[config.mk]
export PLATFORM = sky130hd
export DESIGN_NAME = mem_port_arbiter
export DESIGN_NICKNAME = d
export VERILOG_FILES = /design/src/rtl/mem_port_arbiter.sv
export SDC_FILE = /design/constraint.sdc
export NUM_CORES = 1
export LEC_CHECK = 0
export CAP_MARGIN = 20
export CORE_MARGIN = 5
export CORE_UTILIZATION = 38
export CTS_CLUSTER_SIZE = 16
export DETAILED_ROUTE_END_ITERATION = 7
export PLACE_DENSITY = 0.8
export SETUP_SLACK_MARGIN = 0.4
export SYNTH_ARGS = -nofsm -noshare
export SYNTH_HDL_FRONTEND = slang
export SYNTH_SLANG_ARGS = --single-unit
[constraint.sdc]
create_clock -name clk -period 1.9 [get_ports clk]
set_clock_uncertainty 0.05 [all_clocks]
set_input_delay 0.38 -clock clk [delete_from_list [all_inputs] [get_ports clk]]
set_output_delay 0.38 -clock clk [all_outputs]
set_load 0.1 [all_outputs]
[src/rtl/mem_port_arbiter.sv]
// ---------------------------------------------------------------------------
// mem_port_arbiter
// Shares one single-outstanding memory port between an instruction-fetch
// requester (I) and a load/store requester (D). The arbiter sits in IDLE,
// grants one requester, and then serves it in SERVE_I or SERVE_D until the
// memory signals ready or the timeout expires. When both requesters ask at
// once, the one that was not served last wins.
//
// Ports
//   clk, rst_n          clock, asynchronous active-low reset
//   i_req_i/i_addr_i    fetch request and address
//   i_gnt_o             fetch accepted (combinational, IDLE only)
//   i_done_o/i_rdata_o  fetch completion pulse, registered fetch word
//   d_req_i/d_we_i      data request, 1 = write
//   d_addr_i/d_wdata_i  data address and store data
//   d_gnt_o             data accepted (combinational, IDLE only)
//   d_done_o/d_rdata_o  data completion pulse, registered load word
//   mem_*_o             shared memory command, driven from latched values
//   mem_rdata_i         memory read data
//   mem_ready_i         memory finishes the current access this cycle
//   busy_o              a SERVE state is active
//   err_o               one-cycle pulse, alongside done, on timeout abort
// ---------------------------------------------------------------------------
module mem_port_arbiter #(
  parameter int unsigned REG_DATA_WIDTH = 32,
  parameter int unsigned PC_WIDTH       = 32,
  parameter int unsigned TIMEOUT_CYCLES = 16
) (
  input  logic                      clk,
  input  logic                      rst_n,
  // fetch port
  input  logic                      i_req_i,
  input  logic [PC_WIDTH-1:0]       i_addr_i,
  output logic                      i_gnt_o,
  output logic                      i_done_o,
  output logic [REG_DATA_WIDTH-1:0] i_rdata_o,
  // data port
  input  logic                      d_req_i,
  input  logic                      d_we_i,
  input  logic [REG_DATA_WIDTH-1:0] d_addr_i,
  input  logic [REG_DATA_WIDTH-1:0] d_wdata_i,
  output logic                      d_gnt_o,
  output logic                      d_done_o,
  output logic [REG_DATA_WIDTH-1:0] d_rdata_o,
  // shared memory
  output logic                      mem_ce_o,
  output logic                      mem_we_o,
  output logic [REG_DATA_WIDTH-1:0] mem_addr_o,
  output logic [REG_DATA_WIDTH-1:0] mem_wdata_o,
  input  logic [REG_DATA_WIDTH-1:0] mem_rdata_i,
  input  logic                      mem_ready_i,
  // status
  output logic                      busy_o,
  output logic                      err_o
);

  localparam int unsigned CNT_W = 8;
  // Abort fires on the SERVE cycle whose stall would bring the count to TIMEOUT_CYCLES.
  localparam logic [CNT_W-1:0] CNT_LAST = CNT_W'(TIMEOUT_CYCLES - 1);

  localparam logic [1:0] S_IDLE    = 2'd0;
  localparam logic [1:0] S_SERVE_I = 2'd1;
  localparam logic [1:0] S_SERVE_D = 2'd2;

  logic [1:0]                state_q, state_d;
  logic                      last_data_q, last_data_d;
  logic [CNT_W-1:0]          cnt_q, cnt_d;
  logic [REG_DATA_WIDTH-1:0] addr_q, addr_d;
  logic [REG_DATA_WIDTH-1:0] wdata_q, wdata_d;
  logic                      we_q, we_d;
  logic                      i_done_q, i_done_d;
  logic                      d_done_q, d_done_d;
  logic                      err_q, err_d;
  logic [REG_DATA_WIDTH-1:0] i_rdata_q, i_rdata_d;
  logic [REG_DATA_WIDTH-1:0] d_rdata_q, d_rdata_d;
  logic                      i_gnt_c, d_gnt_c;
  logic                      serve_d_c;

  // State and datapath registers.
  always_ff @(posedge clk or negedge rst_n) begin
    if (!rst_n) begin
      state_q     <= S_IDLE;
      last_data_q <= 1'b0;
      cnt_q       <= '0;
      addr_q      <= '0;
      wdata_q     <= '0;
      we_q        <= 1'b0;
      i_done_q    <= 1'b0;
      d_done_q    <= 1'b0;
      err_q       <= 1'b0;
      i_rdata_q   <= '0;
      d_rdata_q   <= '0;
    end else begin
      state_q     <= state_d;
      last_data_q <= last_data_d;
      cnt_q       <= cnt_d;
      addr_q      <= addr_d;
      wdata_q     <= wdata_d;
      we_q        <= we_d;
      i_done_q    <= i_done_d;
      d_done_q    <= d_done_d;
      err_q       <= err_d;
      i_rdata_q   <= i_rdata_d;
      d_rdata_q   <= d_rdata_d;
    end
  end

  // Arbitration, grant latching, completion and timeout.
  always_comb begin
    state_d     = state_q;
    last_data_d = last_data_q;
    cnt_d       = cnt_q;
    addr_d      = addr_q;
    wdata_d     = wdata_q;
    we_d        = we_q;
    i_done_d    = 1'b0;
    d_done_d    = 1'b0;
    err_d       = 1'b0;
    i_rdata_d   = i_rdata_q;
    d_rdata_d   = d_rdata_q;
    i_gnt_c     = 1'b0;
    d_gnt_c     = 1'b0;
    serve_d_c   = (state_q == S_SERVE_D);

    case (state_q)
      S_IDLE: begin
        // Data wins unless it was the one served last and fetch is also asking.
        if (d_req_i && (!i_req_i || !last_data_q)) begin
          d_gnt_c = 1'b1;
          state_d = S_SERVE_D;
          addr_d  = d_addr_i;
          wdata_d = d_wdata_i;
          we_d    = d_we_i;
          cnt_d   = '0;
        end else if (i_req_i) begin
          i_gnt_c = 1'b1;
          state_d = S_SERVE_I;
          addr_d  = REG_DATA_WIDTH'(i_addr_i);
          wdata_d = '0;
          we_d    = 1'b0;
          cnt_d   = '0;
        end
      end

      S_SERVE_I, S_SERVE_D: begin
        if (mem_ready_i) begin
          state_d     = S_IDLE;
          last_data_d = serve_d_c;
          if (serve_d_c) begin
            d_done_d = 1'b1;
            if (!we_q) begin
              d_rdata_d = mem_rdata_i;
            end
          end else begin
            i_done_d  = 1'b1;
            i_rdata_d = mem_rdata_i;
          end
        end else if (cnt_q == CNT_LAST) begin
          // Timeout: complete with error and a zero read word.
          state_d     = S_IDLE;
          last_data_d = serve_d_c;
          err_d       = 1'b1;
          if (serve_d_c) begin
            d_done_d = 1'b1;
            if (!we_q) begin
              d_rdata_d = '0;
            end
          end else begin
            i_done_d  = 1'b1;
            i_rdata_d = '0;
          end
        end else begin
          cnt_d = cnt_q + CNT_W'(1);
        end
      end

      default: begin
        state_d = S_IDLE;
      end
    endcase
  end

  // Grants are combinational; reset masks them so they drop immediately.
  assign i_gnt_o     = i_gnt_c & rst_n;
  assign d_gnt_o     = d_gnt_c & rst_n;

  assign i_done_o    = i_done_q;
  assign d_done_o    = d_done_q;
  assign err_o       = err_q;
  assign i_rdata_o   = i_rdata_q;
  assign d_rdata_o   = d_rdata_q;

  assign busy_o      = (state_q != S_IDLE);
  assign mem_ce_o    = busy_o;
  assign mem_we_o    = busy_o & we_q;
  assign mem_addr_o  = addr_q;
  assign mem_wdata_o = wdata_q;

endmodule
==> metrics, run 1 <==
Layout area overhead 104%; placed instance area 10500 µm²; max cap viols 0; post-route cell area around 12000 µm²; Post-synth EDFFs 0; arrival time worst endpoint between 2 and 2.5 ns; synthesized cell area around 6000 µm²; gr usage total between 20% and 30%; kind of critical path flip-flop to flip-flop; die height about 140 µm; worst skew pair latency a little over 0.4 ns; DR pass1 iterations 4; Hold Slack -0.0129 ns; top post-synthesis cells by area dfrtp_1 (60%), mux2i_1 (11%), a22o_1 (9.8%); Worst Setup Slack, final -0.132 ns; initial antenna violation count 0; DR iter-0 viols between 300 and 400; GP Congestion between 0.8 and 0.9; failing checks hold timing, setup timing; Final HPWL DP roughly 16000 µm; clk sinks ~140; R2R setup slack -0.13 ns; htree depth 4; top cells by count, synth dfrtp_1 (143), nand2_1 (72), a22o_1 (67), mux2i_1 (64), o21ai_0 (40); Port Buffers about 270; DR vias/cell 5.28; Mapped Cells 511; Critical Path Start Type flip-flop; worst slew pin tran 0.597 ns; Crit. End Element flip-flop; Core Rows 45; crit-path cells nor4_4 -> a21oi_2 -> or3_4 -> buf_4 -> buf_12 -> a22o_1; Yosys top cell area share 59.9%; WL final 24800 µm; root buffer cell clkbuf_16; count leader, synth dfrtp_1; Util after Layout between 70% and 80%; DRC 0; nets@finish 990; Yosys reg bits roughly 140; Crit-path slowest cell or3_4; synth warn 0; Max clock buf depth 2; post-route clock period utilization 107%; main flop type after synthesis dfrtp_1; post-synth top area cell dfrtp_1; worst stage delay on the critical path approximately 0.44 ns; Async SR Flop Fraction between 90% and 100%; IO Count 270; Fin. Hold Viols 3; routed wire length per instance 23.1 µm; Slew Limit Fails 0; layout cell share with drive strength beyond 1 a little over a third; final setup violating endpoints 58; Synth Net Count between 600 and 700; fin crit period ~2 ns; n_diodes 0; Seq/Total Area, Yosys between 50% and 60%; CTS tree yes; antenna-violating nets left 0; gr ovfl total 0; cell family with the largest share of critical-path delay simple AND/OR/NAND/NOR gates; worst min-delay path class input port to async pin; outcome finished with violations; first-pass GRT wire length 34500 µm; core box area roughly 15000 µm²; Clock transition at path regs roughly 0.06 ns; die width around 140 µm; Die Area about 18000 µm²; vias 5681; largest net degree at the start of global routing between 100 and 150; synth unique cells 36; Bufs and invs on worst path 2; vias in the first global route ~6000; Worst Path Required roughly 2.1 ns; RSZ-0062 raised after global routing true; CP max FO 5; relative slew slack around 60%; clock buffer count from CTS 17; Syn Area/Cell between 10 and 15 µm²; FMAX around 0.5 GHz; Initial Util between 30 and 40%
==> flip-flops by register name, summed over array words and instances, names as in the netlist <==
name,count
last_data_q,1
cnt_q,8
i_rdata_o,32
state_q,2
we_q,1
i_done_o,1
mem_addr_o,32
mem_wdata_o,32
d_rdata_o,32
err_o,1
d_done_o,1
==> cells by family (layout without fill, tap and decap cells) <==
| kind of cell | Yosys count | count (layout) | synth area share, % |
|---|---|---|---|
| AOI/OAI and AO/OA | 122 | 122 | 15.0 |
| adders and majority gates | 4 | 4 | 0.838 |
| buffers and inverters | 75 | 429 | 5.64 |
| DFF | 143 | 143 | 59.9 |
| muxes | 65 | 65 | 10.9 |
| and+or+nand+nor | 102 | 102 | 7.71 |
==> metal layers <==
layer / routed length [µm] / share of wire, % / up-vias / GRT usage (%)
met1: 8680 / 35 / 2833 / 27.2
met4: 702 / 2.8 / 0 / 8.62
met2: 13400 / 54 / 315 / 45.6
li1: - / - / 2476 / -
met3: 2030 / 8.1 / 57 / 7.76
met5: 0 / 0 / - / 0
==> repair_timing <==
action / in CTS / in global routing
buffers inserted: 21 / 24
endpoints found under the hold margin: 9 / 0
endpoints found under the setup margin: 112 / 160
pin swaps: 35 / 64
resized for setup: 89 / 35
cloned: 6 / 7
hold buffers: 2 / 0
==> cells in the final DEF, fill, tap and decap left out, types with 3 or more instances in the layout <==
| cell | instances |
|---|---|
| buf_16 | 6 |
| nor2_1 | 3 |
| nand2_1 | 71 |
| inv_2 | 4 |
| o21ai_1 | 34 |
| dfrtp_1 | 140 |
| mux2i_4 | 4 |
| inv_6 | 3 |
| clkinvlp_4 | 6 |
| a21oi_2 | 4 |
| buf_4 | 38 |
| buf_8 | 4 |
| clkbuf_16 | 22 |
| o21ai_0 | 3 |
| a22o_1 | 67 |
| and3_4 | 3 |
| clkdlybuf4s50_1 | 130 |
| inv_1 | 33 |
| buf_6 | 22 |
| buf_12 | 150 |
| dfrtp_2 | 3 |
| mux2i_2 | 9 |
| mux2i_1 | 51 |
==> path summary, 6_finish.rpt <==
kind,end,depth (start not counted),startpoint
min in group clk,mem_addr_o[15],2,mem_addr_o[15]
hold reg to reg,mem_addr_o[15],2,mem_addr_o[15]
hold / removal,cnt_q[0],2,rst_n
setup / recovery,i_rdata_o[7],6,cnt_q[6]
max in group asynchronous,mem_addr_o[7],3,rst_n
setup reg to reg,i_rdata_o[7],6,cnt_q[6]
==> final cells by class <==
cell class              instances  area [µm²]
clock buffers                  20         457
multi-input cells             293        2380
well taps                     211         264
clock inverters                12         134
inverters                      38         146
fillers                       816        3130
flip-flops and latches        143        3580
repair buffers                359        5230
==> metrics by stage <==
stage	setup WS, ns	cells	hold slack (ns)	TNS, ns
after floorplan	0.0253	511	0.0344	0
after global placement	-0.128	984	0.152	-2.33
after detailed placement	-0.165	984	0.155	-5.92
after CTS	-0.0697	1045	0.0153	-0.692
after global routing	-0.194	1076	0.0502	-9.64
final	-0.132	1076	-0.0129	-4.52
Power of run 1 is left out: the tool's default activity adds up to more than one toggle a clock period on the data nets, which glitch-free logic cannot reach.
==> run 2, diff against run 1 <==
Settings changed: CORE_ASPECT_RATIO from default to 1.4, CTS_CLUSTER_SIZE 16 to 28, HOLD_SLACK_MARGIN from default to 0.06.
==> metrics, run 2 (same netlist as run 1, synthesis figures left out) <==
outcome finished with violations; failing checks setup timing; IO Count 270; Max clock buf depth 2; initial antenna violation count 2; worst min-delay path class input port to async pin; Fin. Hold Viols 0; root buffer cell clkbuf_16; core box area about 16000 µm²; antenna-violating nets left 0; routed wire length per instance ~27 µm; Fill cells 697; RSZ-0062 raised after global routing true; Worst Setup Slack, final -0.154 ns; DRC 0; Setup crit start state_q[0]; n_diodes 0; Layout area overhead 117%; Die Area approximately 18000 µm²; final setup violating endpoints 73; layout cell share with drive strength beyond 1 48.0%; Worst Path Required 2.14 ns; nets@finish approximately 1000; Worst path most repeated cell buf_6; DR pass1 iterations 5; first-pass GRT wire length 38400 µm; Crit-path slowest cell dfrtp_1; die width between 100 and 150 µm; worst slew pin tran about 0.78 ns; htree depth 4; fin crit period between 2 and 2.5 ns; WL final 29500 µm; CTS tree yes; post-route clock period utilization 108%; DR iter-0 viols 514; clk sinks 143; Clock transition at path regs about 0.070 ns; arrival time worst endpoint roughly 2.3 ns; CP max FO 8; worst stage delay on the critical path roughly 0.4 ns; vias in the first global route 6454; clock buffer count from CTS 17; Critical Path Start Type flip-flop; die height 158 µm; gr ovfl total 0; vias 6130; largest net degree at the start of global routing 140; crit-path cells inv_2 -> ha_4 -> buf_6 -> buf_6 -> buf_6 -> nand2b_4 -> o221ai_4 -> buf_8 -> nor3_4 -> o22a_1; max cap viols 0; Initial Util between 30% and 40%; relative slew slack between 40 and 50%; worst r2r src state_q[0]; GP Congestion approximately 0.84; Port Buffers about 270; Final HPWL DP 14900 µm; gr usage total between 20% and 30%; most frequent cells in the layout buf_12 (151), clkdlybuf4s50_1 (130), dfrtp_1 (117); Hold Slack about 0.052 ns; Crit. End Element flip-flop; kind of critical path flip-flop to flip-flop; Core Rows 54; worst skew pair latency 0.41 ns; FMAX between 0.4 and 0.5 GHz; DR vias/cell around 5.6; Slew Limit Fails 0; most common cell after layout, fill and taps aside buf_12
run 2: changes by cell type in the layout (fill, tap and decap cells not counted), sizes merged:
cell | previous run | this run
buf | 220 | 242
clkinvlp | 6 | 3
o21ai | 41 | 42
dlygate4sd3 | 2 | 1
clkinv | 2 | 6
inv | 40 | 41
run 2: worst paths after layout:
kind | end | slack, ns | depth (start not counted)
worst max-delay path | cnt_q[6] | -0.15 | 10
worst min-delay path | mem_wdata_o[5] | 0.05 | 2
worst max register to register | cnt_q[6] | -0.15 | 10
worst min register to register | mem_addr_o[25] | 0.50 | 2
max in group asynchronous | mem_addr_o[28] | 1.10 | 2
min in group clk | mem_addr_o[25] | 0.50 | 2
run 2: layer usage:
layer | global-route usage [%] | routed length, µm | vias to the layer above
met2 | 51.2 | 15600 | 417
met1 | 30.9 | 10100 | 3074
met4 | 10.5 | 1350 | 4
met3 | 8.10 | 2520 | 104
met5 | 0 | 27 | -
li1 | - | - | 2531
run 2: area by class of cell:
cell class / count / area, µm² / area share [%]
clock buffer: 18 / 429 / 3.31
clock inverter: 14 / 158 / 1.22
inverter: 38 / 149 / 1.15
multi-input combinational: 294 / 2800 / 21.6
sequential: 143 / 3610 / 27.9
tap: 196 / 245 / 1.89
timing repair buffer: 382 / 5560 / 42.9
run 2: metrics by stage:
| stage | setup WS, ns | cells | instance area, µm² | TNS, ns | util, % |
|---|---|---|---|---|---|
| 4_1_cts | -0.0294 | 1049 | 12200 | -0.0611 | 78.8 |
| 3_3_place_gp | -0.138 | 963 | 10500 | -6.20 | 67.4 |
| 5_1_grt | -0.189 | 1085 | 13000 | -6.65 | 83.4 |
| 2_1_floorplan | 0.0253 | 511 | 6150 | 0 | - |
| 6_report | -0.154 | 1085 | 13000 | -3.26 | 83.4 |
| 3_5_place_dp | -0.206 | 963 | 10500 | -10.23 | 67.4 |
run 2: worst max-delay path, delay by kind of cell (launching register included):
family	cells	cell delay [ns]
DFF	1	0.41
buffers and inverters	5	0.65
AOI/OAI and AO/OA	2	0.46
and+or+nand+nor	2	0.12
adders and majority gates	1	0.23
run 2: repair_timing:
item / in CTS / in global routing
endpoints found under the hold margin: 4 / 0
pin swaps: 53 / 58
hold buffers: 1 / 0
cloned: 18 / 6
resized for setup: 160 / 100
setup buffers: 35 / 30
setup endpoints to repair: 145 / 181
Power of run 2 is left out for the same reason.
==> run 3, diff against run 2 <==
Settings changed: CORE_UTILIZATION 38 to 39, CTS_BUF_LIST from default to sky130_fd_sc_hd__clkbuf_4, PLACE_DENSITY 0.8 to 0.82.
==> metrics, run 3 (same netlist as run 1, synthesis figures left out) <==
Fin. Hold Viols 0; die height between 150 and 200 µm; DRC 0; DR pass1 iterations 5; Final HPWL DP about 15000 µm; nets@finish around 1000; Critical Path Start Type flip-flop; CP max FO 5; max cap viols 0; Placement Setup Slack -0.229 ns; Reg2Reg Depth 8; Crit-path slowest cell dfrtp_1; clock buffer count from CTS 17; largest net degree at the start of global routing 138; Crit. End Element output pin; Max clock buf depth 2; DR vias/cell around 5.4; antenna-violating nets left 0; FMAX between 0.4 and 0.5 GHz; Core Rows 53; IO Count 270; crit-path cells inv_2 -> ha_4 -> buf_12 -> clkinvlp_4 -> buf_12; Fill cells approximately 730; fin crit period between 2 and 2.5 ns; outcome finished with violations; kind of critical path flip-flop to output pin; Worst Setup Slack, final -0.247 ns; worst min-delay path class input port to async pin; Worst path most repeated cell buf_12; vias 5951; first-pass GRT wire length between 30000 and 40000 µm; Layout area overhead 101%; initial antenna violation count 1; htree depth 4; post-route clock period utilization 113%; Slew Limit Fails 0; dpl cells roughly 960; worst slew pin tran between 0.5 and 0.6 ns; most frequent cells in the layout buf_12 (146), dfrtp_1 (140), clkdlybuf4s50_1 (132); core box area ~15000 µm²; Clock transition at path regs about 0.15 ns; root buffer cell clkbuf_4; routed wire length per instance 22.7 µm; post-route cell area about 12000 µm²; fin cells around 1100; most common cell after layout, fill and taps aside buf_12; failing checks setup timing; GP Congestion 0.796; clk sinks roughly 140; CTS tree yes; final setup violating endpoints 69; DR iter-0 viols about 470; Initial Util about two fifths; gr usage total around a quarter; RSZ-0062 raised after global routing true; die width between 100 and 150 µm; Worst Path Required ~1.5 ns; layout cell share with drive strength beyond 1 a little under two fifths; Port Buffers ~270; WL final roughly 25000 µm; relative slew slack around three fifths; worst skew pair latency 0.53 ns; worst stage delay on the critical path about 0.44 ns; placed instance area about 10000 µm²; gr ovfl total 0; Die Area 17900 µm²; arrival time worst endpoint between 1.5 and 2 ns; vias in the first global route approximately 6200
## run 3: per-stage QoR
stage	utilization (%)	TNS (ns)	hold WS [ns]
2_1_floorplan	-	0	0.0344
3_3_place_gp	69.5	-4.08	0.146
3_5_place_dp	69.5	-7.58	0.146
4_1_cts	76.9	-4.83	0.229
5_1_grt	79.7	-9.93	0.248
6_report	79.7	-6.38	0.329
## run 3: final cells by class
class	instances	area (µm²)	area share, %
repair buffers	397	5430	45.3
inverters	38	146	1.22
multi-input cells	293	2320	19.3
clock inverters	15	150	1.25
clock buffers	17	128	1.06
well taps	192	240	2.00
flip-flops and latches	143	3580	29.9
diodes	1	2.50	0.0209
## run 3: timing repair
| item | in CTS | in global routing |
|---|---|---|
| hold endpoints to repair | 143 | 0 |
| pin swaps | 48 | 15 |
| setup buffers | 60 | 31 |
| endpoints found under the setup margin | 246 | 415 |
| resized for setup | 38 | 44 |
| hold buffers | 1 | 0 |
| gates cloned | 9 | 3 |
## run 3: path summary, 6_finish.rpt
path | start | to | slack (ns)
worst max-delay path | state_q[1] | mem_ce_o | -0.25
worst min-delay path | rst_n | mem_wdata_o[21] | 0.33
worst max register to register | cnt_q[4] | d_rdata_o[24] | -0.17
worst min register to register | mem_addr_o[23] | mem_addr_o[23] | 0.51
max in group asynchronous | rst_n | cnt_q[5] | 0.42
min in group clk | mem_rdata_i[12] | d_rdata_o[12] | 0.39
## run 3: critical path, delay by kind of cell (launching register included)
| kind | cells | cell delay (ns) |
|---|---|---|
| buffers and inverters | 4 | 0.53 |
| adders and majority gates | 1 | 0.22 |
| DFF | 1 | 0.44 |
## run 3: routing by layer
metal,track usage [%],wire (µm),vias to the layer above
li1,-,-,2538
met2,45.4,13200,361
met4,11.0,967,0
met3,8.67,2250,71
met1,27.3,8490,2981
met5,0,0,-
Power of run 3 is left out for the same reason.
